==> src/rtl/alu_pkg.sv <==
// Shared encodings for the sequential ALU: op/cmd codes, flag bit positions
// and the controller state type.
package alu_pkg;

  localparam logic [1:0] OP_DATA = 2'd0;
  localparam logic [1:0] OP_MEM  = 2'd1;
  localparam logic [1:0] OP_BR   = 2'd2;
  localparam logic [1:0] OP_MUL  = 2'd3;

  localparam logic [5:0] CMD_AND = 6'd0;
  localparam logic [5:0] CMD_XOR = 6'd1;
  localparam logic [5:0] CMD_SUB = 6'd2;
  localparam logic [5:0] CMD_RSB = 6'd3;
  localparam logic [5:0] CMD_ADD = 6'd4;
  localparam logic [5:0] CMD_CMP = 6'd10;
  localparam logic [5:0] CMD_ORR = 6'd12;
  localparam logic [5:0] CMD_MOV = 6'd13;
  localparam logic [5:0] CMD_BIC = 6'd14;
  localparam logic [5:0] CMD_MVN = 6'd15;

  localparam int FLG_N = 3;
  localparam int FLG_Z = 2;
  localparam int FLG_C = 1;
  localparam int FLG_V = 0;

  typedef enum logic {
    ST_IDLE = 1'b0,
    ST_MUL  = 1'b1
  } alu_state_t;

endpackage

==> src/rtl/alu_seq_if.sv <==
// Operation/result bus of alu_seq. Both sides use valid/ready: a transfer
// happens on a rising edge where valid && ready; the sender holds its payload
// stable while valid && !ready. state is a read-only view of the controller.
interface alu_seq_if #(parameter int WIDTH = 32) ();
  import alu_pkg::*;

  logic             in_valid;
  logic             in_ready;
  logic [WIDTH-1:0] a;
  logic [WIDTH-1:0] b;
  logic [1:0]       op;
  logic [5:0]       cmd;
  logic             set_flags;
  logic             out_valid;
  logic             out_ready;
  logic [WIDTH-1:0] result;
  logic [3:0]       flags;
  logic [3:0]       flags_q;
  logic             err;
  alu_state_t       state;

  modport master (
    output in_valid, a, b, op, cmd, set_flags, out_ready,
    input  in_ready, out_valid, result, flags, flags_q, err, state
  );

  modport slave (
    input  in_valid, a, b, op, cmd, set_flags, out_ready,
    output in_ready, out_valid, result, flags, flags_q, err, state
  );
endinterface

==> src/rtl/alu_seq_mul.sv <==
// Iterative shift-add multiplier: one multiplier bit per cycle, low WIDTH bits
// of the product. done is asserted in the last iteration with product valid.
module alu_seq_mul #(
  parameter int WIDTH = 32
) (
  input  logic             clk,
  input  logic             rst_n,
  input  logic             start,
  input  logic [WIDTH-1:0] a,
  input  logic [WIDTH-1:0] b,
  output logic             done,
  output logic [WIDTH-1:0] product
);
  localparam int CW = $clog2(WIDTH);

  logic             busy;
  logic [CW-1:0]    cnt;
  logic [WIDTH-1:0] acc;
  logic [WIDTH-1:0] mcand;
  logic [WIDTH-1:0] mplier;
  logic [WIDTH-1:0] acc_next;

  // product is the accumulator including the bit retired this cycle, so the
  // caller can capture it on the same edge the counter finishes.
  assign acc_next = acc + (mplier[0] ? mcand : '0);
  assign done     = busy && (cnt == CW'(WIDTH - 1));
  assign product  = acc_next;

  always_ff @(posedge clk or negedge rst_n) begin
    if (!rst_n) begin
      busy   <= 1'b0;
      cnt    <= '0;
      acc    <= '0;
      mcand  <= '0;
      mplier <= '0;
    end else if (start) begin
      busy   <= 1'b1;
      cnt    <= '0;
      acc    <= '0;
      mcand  <= a;
      mplier <= b;
    end else if (busy) begin
      acc    <= acc_next;
      mcand  <= mcand << 1;
      mplier <= mplier >> 1;
      cnt    <= cnt + CW'(1);
      if (done) busy <= 1'b0;
    end
  end
endmodule

==> src/rtl/alu_seq.sv <==
// Registered ALU with valid/ready handshakes, N/Z/C/V flags, a sticky
// architectural flags register and an iterative multiply path.
module alu_seq
  import alu_pkg::*;
#(
  parameter int         WIDTH       = 32,
  parameter logic [3:0] FLAGS_RESET = 4'b0000
) (
  input  logic      clk,
  input  logic      rst_n,
  alu_seq_if.slave  bus
);
  alu_state_t       state;
  logic             out_valid_q;
  logic [WIDTH-1:0] result_q;
  logic [3:0]       flags_r;
  logic [3:0]       flags_arch;
  logic             err_q;
  logic             mul_sf;

  logic             accept;
  logic             mul_done;
  logic [WIDTH-1:0] mul_prod;
  logic [3:0]       mul_flags;

  logic [WIDTH:0]   sum;
  logic [WIDTH-1:0] sub_ab;
  logic [WIDTH-1:0] sub_ba;
  logic             sa;
  logic             sb;

  logic [WIDTH-1:0] res_c;
  logic             c_c;
  logic             v_c;
  logic             err_c;
  logic [3:0]       flags_c;
  logic             upd_c;

  assign bus.in_ready  = (state == ST_IDLE) && (!out_valid_q || bus.out_ready);
  assign accept        = bus.in_valid && bus.in_ready;
  assign bus.out_valid = out_valid_q;
  assign bus.result    = result_q;
  assign bus.flags     = flags_r;
  assign bus.flags_q   = flags_arch;
  assign bus.err       = err_q;
  assign bus.state     = state;

  assign sum    = {1'b0, bus.a} + {1'b0, bus.b};
  assign sub_ab = bus.a - bus.b;
  assign sub_ba = bus.b - bus.a;
  assign sa     = bus.a[WIDTH-1];
  assign sb     = bus.b[WIDTH-1];

  always_comb begin
    res_c = '0;
    c_c   = 1'b0;
    v_c   = 1'b0;
    err_c = 1'b0;
    case (bus.op)
      OP_DATA: begin
        case (bus.cmd)
          CMD_AND: res_c = bus.a & bus.b;
          CMD_XOR: res_c = bus.a ^ bus.b;
          CMD_SUB, CMD_CMP: begin
            res_c = sub_ab;
            c_c   = bus.a < bus.b;
            v_c   = (sa != sb) && (sub_ab[WIDTH-1] != sa);
          end
          CMD_RSB: begin
            res_c = sub_ba;
            c_c   = bus.b < bus.a;
            v_c   = (sa != sb) && (sub_ba[WIDTH-1] != sb);
          end
          CMD_ADD: begin
            res_c = sum[WIDTH-1:0];
            c_c   = sum[WIDTH];
            v_c   = (sa == sb) && (sum[WIDTH-1] != sa);
          end
          CMD_ORR: res_c = bus.a | bus.b;
          CMD_MOV: res_c = bus.b;
          CMD_BIC: res_c = bus.a & ~bus.b;
          CMD_MVN: res_c = ~bus.b;
          default: err_c = 1'b1;
        endcase
      end
      // Memory without the U bit passes the base through, i.e. A+0: no carry.
      OP_MEM, OP_BR: begin
        if (bus.op == OP_BR || bus.cmd[3]) begin
          res_c = sum[WIDTH-1:0];
          c_c   = sum[WIDTH];
          v_c   = (sa == sb) && (sum[WIDTH-1] != sa);
        end else begin
          res_c = bus.a;
        end
      end
      default: ;
    endcase
  end

  assign flags_c   = {res_c[WIDTH-1], (res_c == '0), c_c, v_c};
  assign upd_c     = (bus.op == OP_DATA) && (bus.set_flags || bus.cmd == CMD_CMP) && !err_c;
  assign mul_flags = {mul_prod[WIDTH-1], (mul_prod == '0), 2'b00};

  alu_seq_mul #(.WIDTH(WIDTH)) u_mul (
    .clk     (clk),
    .rst_n   (rst_n),
    .start   (accept && bus.op == OP_MUL),
    .a       (bus.a),
    .b       (bus.b),
    .done    (mul_done),
    .product (mul_prod)
  );

  always_ff @(posedge clk or negedge rst_n) begin
    if (!rst_n) begin
      state       <= ST_IDLE;
      out_valid_q <= 1'b0;
      result_q    <= '0;
      flags_r     <= 4'b0000;
      err_q       <= 1'b0;
      flags_arch  <= FLAGS_RESET;
      mul_sf      <= 1'b0;
    end else begin
      if (bus.out_ready) out_valid_q <= 1'b0;
      case (state)
        ST_IDLE: begin
          if (accept) begin
            if (bus.op == OP_MUL) begin
              state  <= ST_MUL;
              mul_sf <= bus.set_flags;
            end else begin
              result_q    <= res_c;
              flags_r     <= flags_c;
              err_q       <= err_c;
              out_valid_q <= 1'b1;
              if (upd_c) flags_arch <= flags_c;
            end
          end
        end
        ST_MUL: begin
          if (mul_done) begin
            state       <= ST_IDLE;
            result_q    <= mul_prod;
            flags_r     <= mul_flags;
            err_q       <= 1'b0;
            out_valid_q <= 1'b1;
            if (mul_sf) flags_arch <= mul_flags;
          end
        end
        default: state <= ST_IDLE;
      endcase
    end
  end
endmodule
==> src/flat_wrapper.sv <==
// flat-port wrapper written by rule: the top's interface ports become plain ports
module alu_seq_flat import alu_pkg::*;
#(
  parameter int         WIDTH       = 32,
  parameter logic [3:0] FLAGS_RESET = 4'b0000
)
  (clk, rst_n, bus_in_valid, bus_a, bus_b, bus_op, bus_cmd, bus_set_flags, bus_out_ready, bus_in_ready, bus_out_valid, bus_result, bus_flags, bus_flags_q, bus_err, bus_state);
  alu_seq_if #(.WIDTH(WIDTH)) bus_i ();
  input  logic clk;
  input  logic rst_n;
  input wire logic [$bits(bus_i.in_valid)-1:0] bus_in_valid;
  input wire logic [$bits(bus_i.a)-1:0] bus_a;
  input wire logic [$bits(bus_i.b)-1:0] bus_b;
  input wire logic [$bits(bus_i.op)-1:0] bus_op;
  input wire logic [$bits(bus_i.cmd)-1:0] bus_cmd;
  input wire logic [$bits(bus_i.set_flags)-1:0] bus_set_flags;
  input wire logic [$bits(bus_i.out_ready)-1:0] bus_out_ready;
  output wire logic [$bits(bus_i.in_ready)-1:0] bus_in_ready;
  output wire logic [$bits(bus_i.out_valid)-1:0] bus_out_valid;
  output wire logic [$bits(bus_i.result)-1:0] bus_result;
  output wire logic [$bits(bus_i.flags)-1:0] bus_flags;
  output wire logic [$bits(bus_i.flags_q)-1:0] bus_flags_q;
  output wire logic [$bits(bus_i.err)-1:0] bus_err;
  output wire logic [$bits(bus_i.state)-1:0] bus_state;
  assign bus_i.in_valid = bus_in_valid;
  assign bus_i.a = bus_a;
  assign bus_i.b = bus_b;
  assign bus_i.op = bus_op;
  assign bus_i.cmd = bus_cmd;
  assign bus_i.set_flags = bus_set_flags;
  assign bus_i.out_ready = bus_out_ready;
  assign bus_in_ready = bus_i.in_ready;
  assign bus_out_valid = bus_i.out_valid;
  assign bus_result = bus_i.result;
  assign bus_flags = bus_i.flags;
  assign bus_flags_q = bus_i.flags_q;
  assign bus_err = bus_i.err;
  assign bus_state = bus_i.state;
  alu_seq #(.WIDTH(WIDTH), .FLAGS_RESET(FLAGS_RESET)) u_core (.clk(clk), .rst_n(rst_n), .bus(bus_i));
endmodule
==> config.mk <==
export PLATFORM = sky130hd
export DESIGN_NAME = alu_seq_flat
export DESIGN_NICKNAME = d
export VERILOG_FILES = /design/src/rtl/alu_pkg.sv /design/src/rtl/alu_seq_if.sv /design/src/rtl/alu_seq_mul.sv /design/src/rtl/alu_seq.sv /design/src/flat_wrapper.sv
export SDC_FILE = /design/constraint.sdc
export NUM_CORES = 1
export LEC_CHECK = 0
export BUFFER_PORTS_ARGS = -buffer_cell sky130_fd_sc_hd__buf_2
export CELL_PAD_IN_SITES_DETAIL_PLACEMENT = 1
export CELL_PAD_IN_SITES_GLOBAL_PLACEMENT = 1
export CORE_UTILIZATION = 30
export DETAILED_ROUTE_END_ITERATION = 6
export PLACE_DENSITY_LB_ADDON = 0.1
export SLEW_MARGIN = 20
export SYNTH_ARGS = -nofsm -noshare
export SYNTH_HDL_FRONTEND = slang
export SYNTH_HIERARCHICAL = 1
export SYNTH_SLANG_ARGS = --single-unit
==> constraint.sdc <==
create_clock -name clk -period 9.6 [get_ports clk]
set_clock_uncertainty 0.2 [all_clocks]
set_input_delay 2.88 -clock clk [delete_from_list [all_inputs] [get_ports clk]]
set_output_delay 2.88 -clock clk [all_outputs]
set_load 0.1 [all_outputs]
* Word level (Yosys, flattened, before mapping) *
Cells that the tools add are included.

word-level totals
  bits in registers = 146
  bits in latches = 0
  bits in writable memories = 0
  ROM bits = 0
  output and inout port bits = 44
  word-level logic and storage cells = 122
  memories kept = 0

cells by class
  add/subtract/negate cells = 5
  multiply operators = 0
  divide/modulo/power cells = 0
  magnitude comparators = 2
  equal/unequal tests = 23
  shift operators = 0
  muxes and demuxes = 49
  bitwise gates (word level) = 6
  reductions and logical operators = 25

operators with widths
  cell                count
  $mux 32             11
  $pmux 32 s9         1
  $pmux 32 s2         2
  $and 32x32->32      2
  $logic_not 32->1    2
  $lt 32x32->1        2
  $sub 32x32->32      2
  $add 32x32->33      1
  $add 32x32->32      1
  $mux 4              8
  $not 32->32         1
  $or 32x32->32       1
  $xor 32x32->32      1
  $eq 6x4->1 const B  5
  $mux 1              16
  $pmux 4 s2          2
  $eq 6x2->1 const B  2
  $mux 5              2
  $pmux 1 s2          5
  $reduce_or 10->1    1
  $logic_and 1x1->1   9
  $eq 6x1->1 const B  1
  $eq 6x3->1 const B  1
  $logic_not 6->1     1
  other kinds (17)    30

* Logic depth before layout (Yosys ltp) *
  depth in word-level cells = 10
  mapped depth = 16
  gate-level depth less buffers = 15

* By module *
Netlist, hierarchy kept.

modules (own cells, without submodules)
  module       times used  cells an instance  area each (um^2)  sequential area each (um^2)
  alu_seq      1           1738               11921.4           1076.0
  alu_seq_mul  1           724                6671.4            2552.4

* Least setup slack after synthesis *
OpenSTA, ideal clock, no wires.

  path type = in2out
  start = input port bus_out_ready
  end = output port bus_in_ready
  arrival time = 4.464 ns
  data required time = 6.520 ns
  slack = 2.056 ns
  stages = 2
  path buffers = 0
  path through = inv_1 a21oi_1

between the ends
  word-level cells in the longest chain between the ends = 2

RTL lines
  item               line                text
  from (decl)        flat_wrapper.sv:17  input wire logic [$bits(bus_i.out_ready)-1:0] bus_out_ready;
  $logic_or 1x1->1   alu_seq.sv:39       assign bus.in_ready = (state == ST_IDLE) && (!out_valid_q || bus.out_ready);
  $logic_and 1x1->1  alu_seq.sv:39
  to (decl)          flat_wrapper.sv:18  output wire logic [$bits(bus_i.in_ready)-1:0] bus_in_ready;

No other way between the ends.

* Worst setup path after layout *
  start = input port bus_cmd[0]
  end = register u_core.flags_r[2] (netlist: u_core/bus.flags[2])

between the ends
  word-level cells in the longest chain between the ends = 8
  elaborated cells on any way between the ends = 17

RTL lines
  item                                             line                text
  from (decl)                                      flat_wrapper.sv:15  input wire logic [$bits(bus_i.cmd)-1:0] bus_cmd;
  $eq 6x2->1 / $eq 6x4->1 (equally long branches)  alu_seq.sv:61       case (bus.cmd)
  $reduce_or 2->1                                  n/a
  $pmux 32 s9 *                                    alu_seq.sv:61
  $pmux 32 s2 *                                    alu_seq.sv:59       case (bus.op)
  $logic_not 32->1 *                               alu_seq.sv:100      assign flags_c = {res_c[WIDTH-1], (res_c == '0), c_c, v_c};
  $mux 4 *                                         alu_seq.sv:128      if (bus.op == OP_MUL) begin
  $mux 4 *                                         alu_seq.sv:127      if (accept) begin
  $pmux 4 s2 *                                     alu_seq.sv:125      case (state)
  to (signal assigned)                             alu_seq.sv:133      flags_r <= flags_c;
  to (signal assigned)                             alu_seq.sv:144      flags_r <= mul_flags;
  to (decl)                                        alu_seq.sv:16       logic [3:0] flags_r;

Mark *: on every way between the ends. The rest lies on a longest branch, timed or not. The select of a mux whose other input is x is not followed.
A chain may end at the register's enable or synchronous reset.

==> impl_metrics.csv <==
group,metric,value,unit
status,outcome,"finished, violations left",
status,violations,"design-rule violations",
floorplanning,dieArea,0.0630,mm²
cells_and_area,fill_cells,7467,
floorplanning,io_pins,121,
setup_path,crit_required,9.82,ns
power,p_leak,8.70,nW
logic_synthesis,synth_top_cell_area_share,19.5,%
floorplanning,start_util,30.6,%
sta,relSlewSlack,15.8,%
logic_synthesis,synth_cells,2462,
clock_tree,holdBufCountCts,0,
floorplanning,die_x,251,µm
sta,setup_violations,0,
floorplanning,die_h,251,µm
logic_synthesis,synth_edf_count,0,
sta,fin_crit,7.63,ns
floorplanning,num_rows,90,
logic_synthesis,async_flop_share,100,%
clock_tree,htreeDepth,4,
clock_tree,cts.clk_slew.worst_paths,0.07,ns
routing,ant_nets,0,
logic_synthesis,synth_cell_types,108,
logic_synthesis,synth-main-ff-cell,"dfrtp_1",
cells_and_area,antenna_cells,0,
clock_tree,clock-root-buffer,"clkbuf_16",
logic_synthesis,syn_area_per_cell,7.55,µm²
clock_tree,clkSinkCount,145,
sta,tns,0,ns
routing,viasPerCell,6.21,
placement,portBuffers,120,
cells_and_area,regArea,0.00363,mm²
clock_tree,cts_resized,0,
global_route,overflow,0,
cells_and_area,design_area,0.0205,mm²
logic_synthesis,post_synth_instance_area,0.0186,mm²
hold_path,hold_depth,2,
setup_path,crit_top_cell,"or4b_1",
logic_synthesis,ys_top_cells_by_count,"nand2_1 (232), nor2_1 (203), o21ai_0 (200)",
power,power_density,263,mW/mm²
clock_tree,cts_setup_buffers,0,
routing,routed_wl,100000,µm
setup_path,max_stage_delay,0.82,ns
placement,gp_congestion,0.992,
power,vdd_drop_max,0.131,mV
setup_path,arrival,7.84,ns
routing,vias,20400,
placement,placed_area,0.0199,mm²
clock_tree,clock_latency,0.49,ns
logic_synthesis,synth_top_area_cell,"dfrtp_1",
cells_and_area,area_growth,10.1,%
sta,hold_viol,0,
sta,worstMarginPinSlew,1.25,ns
global_route,grt_max_degree,88,
setup_path,crit_chain,"buf_2, buf_4, o21ai_1, nand2_1, a31oi_1, o32a_1, nor3b_1, or4b_1, or4b_1, a2111oi_2, nand4_1, nor3_2, o22a_1",
sta,fmax,131,MHz
logic_synthesis,syn_nets,2715,
setup_path,worst-path-max-fanout,23,
floorplanning,core,0.0608,mm²
clock_tree,cts_tree,"done",
cells_and_area,fin_nets,2744,
logic_synthesis,ys_warn_count,6,
cells_and_area,multi_input_area,0.0139,mm²
hold_path,hold_class,"register to register",
sta,period_share,79.4,%
logic_synthesis,synth.most_common_cell,"nand2_1",
logic_synthesis,ys_seq_area_share,19.5,%
clock_tree,clockBufferDepth,2,
setup_path,slowest_stage,"nor3b_1",
routing,drc,7,
global_route,grt_usage,31.5,%
setup_path,start_kind,"input port",
global_route,antenna_found_initial,3,
routing,drtIter0Drc,1798,
sta,rsz0062_at_grt,"no",
setup_path,timing_worst_setup_path_type,"input port to register",
setup_path,reg2reg_depth,15,
logic_synthesis,ys_ff_latch,145,
routing,dr.pass1.iters,7,
setup_path,r2r_setup_slack,4.39,ns
routing,routedWlPerCell,30.5,µm
sta,final_max_slew_viol_count,0,
global_route,first_global_vias,20600,
run,max-cap-violations,0,
logic_synthesis,synth_area_leaders,"dfrtp_1 (20%), ha_1 (12%), mux2i_1 (6.1%)",
clock_tree,numCtsBuffers,17,
cells_and_area,drive_gt1_share,10.6,%
setup_path,setup.worst_path.end_class,"register",
placement,dp_hpwl,77300,µm
global_route,grt_pass1_wl,146000,µm
stage by stage:
| stage | power [W] | instances | setup WS, ns | hold WS (ns) | util, % |
|---|---|---|---|---|---|
| 5_1_grt | 0.00574 | 3286 | 1.91 | 0.304 | 33.7 |
| 3_3_place_gp | 0.00461 | 3253 | 1.55 | 0.249 | 32.7 |
| 2_1_floorplan | 0.00364 | 2462 | 2.06 | 0.266 | - |
| 3_5_place_dp | 0.00466 | 3254 | 1.62 | 0.268 | 32.7 |
| 4_1_cts | 0.00540 | 3286 | 2.14 | 0.283 | 33.7 |
| 6_report | 0.00538 | 3286 | 1.97 | 0.278 | 33.7 |
final timing paths:
check,from,end
setup / recovery,bus_cmd[0],u_core/bus.flags[2]
hold / removal,u_core/bus.flags[1],u_core/bus.flags[1]
setup reg to reg,u_core/u_mul/mplier[0],u_core/bus.flags[2]
hold reg to reg,u_core/bus.flags[1],u_core/bus.flags[1]
max in group asynchronous,rst_n,u_core/u_mul/mplier[26]
min in group asynchronous,rst_n,u_core/u_mul/acc[3]
placed cells by master, fill, tap and decap left out, drive strengths merged, types with 9 or more instances in the layout:
cell type and count:
nor4 45, o21ai 209, clkinv 11, a22oi 16, o221ai 14, nor2b 44
a211oi 50, a21oi 198, nand3 61, xor2 18, dfrtp 145, or3 18
o32ai 10, o21bai 12, and3 17, a211o 12, clkbuf 18, o22ai 9
nand2b 21, o2111ai 12, a221o 15, o21a 22, o211ai 38, a221oi 14
nand2 234, ha 172, mux2i 113, and2 48, o31ai 33, inv 120
a21o 39, xnor2 48, nor2 204, nand4 36, a22o 10, or2 15
a31oi 26, buf 159, nor3 69
flip-flops by register name, indices dropped and copies added (netlist names):
name,cells
u_core/bus.flags_q,4
u_core/bus.err,1
u_core/bus.out_valid,1
u_core/u_mul/busy,1
u_core/mul_sf,1
u_core/u_mul/mcand,32
u_core/u_mul/mplier,32
u_core/bus.result,32
u_core/u_mul/cnt,5
u_core/bus.state,1
u_core/bus.flags,3
u_core/u_mul/acc,32
routing by layer:
metal | track usage, % | vias up | routed length, µm
met5 | 0 | - | 0
met4 | 11.3 | 0 | 3530
met3 | 4.18 | 153 | 4800
li1 | - | 9162 | -
met1 | 42.6 | 10400 | 45800
met2 | 51.2 | 648 | 46000
report_power, final:
part           switching [W]  total [W]  leakage, nW  internal, W
sequential          0.000237    0.00114         1.77     0.000907
combinational        0.00245    0.00353         6.64      0.00108
clock               0.000333   0.000705        0.286     0.000372
total                0.00302    0.00538         8.70      0.00236
critical path: cells and delay by family:
| family | cells | cell delay, ns |
|---|---|---|
| compound gates | 5 | 0.98 |
| buf+inv | 2 | 0.99 |
| simple gates | 6 | 2.97 |
logic make-up (layout without fill, tap and decap cells):
kind of cell | Yosys count | after routing | share of synthesized area, %
simple gates | 860 | 860 | 23.0
compound gates | 826 | 826 | 29.9
buf+inv | 269 | 311 | 5.85
fa+ha+maj | 176 | 176 | 12.0
flops | 145 | 145 | 19.5
mux | 120 | 120 | 6.51
xor+xnor | 66 | 66 | 3.15
area by class of cell:
| type | count | area share [%] |
|---|---|---|
| Multi-Input combinational cell | 2048 | 68.0 |
| Inverter | 120 | 2.21 |
| Clock inverter | 14 | 0.728 |
| Sequential cell | 145 | 17.7 |
| Clock buffer | 18 | 2.15 |
| Tap cell | 782 | 4.78 |
| Timing Repair Buffer | 159 | 4.41 |
Power figures use the tool's default switching activity.
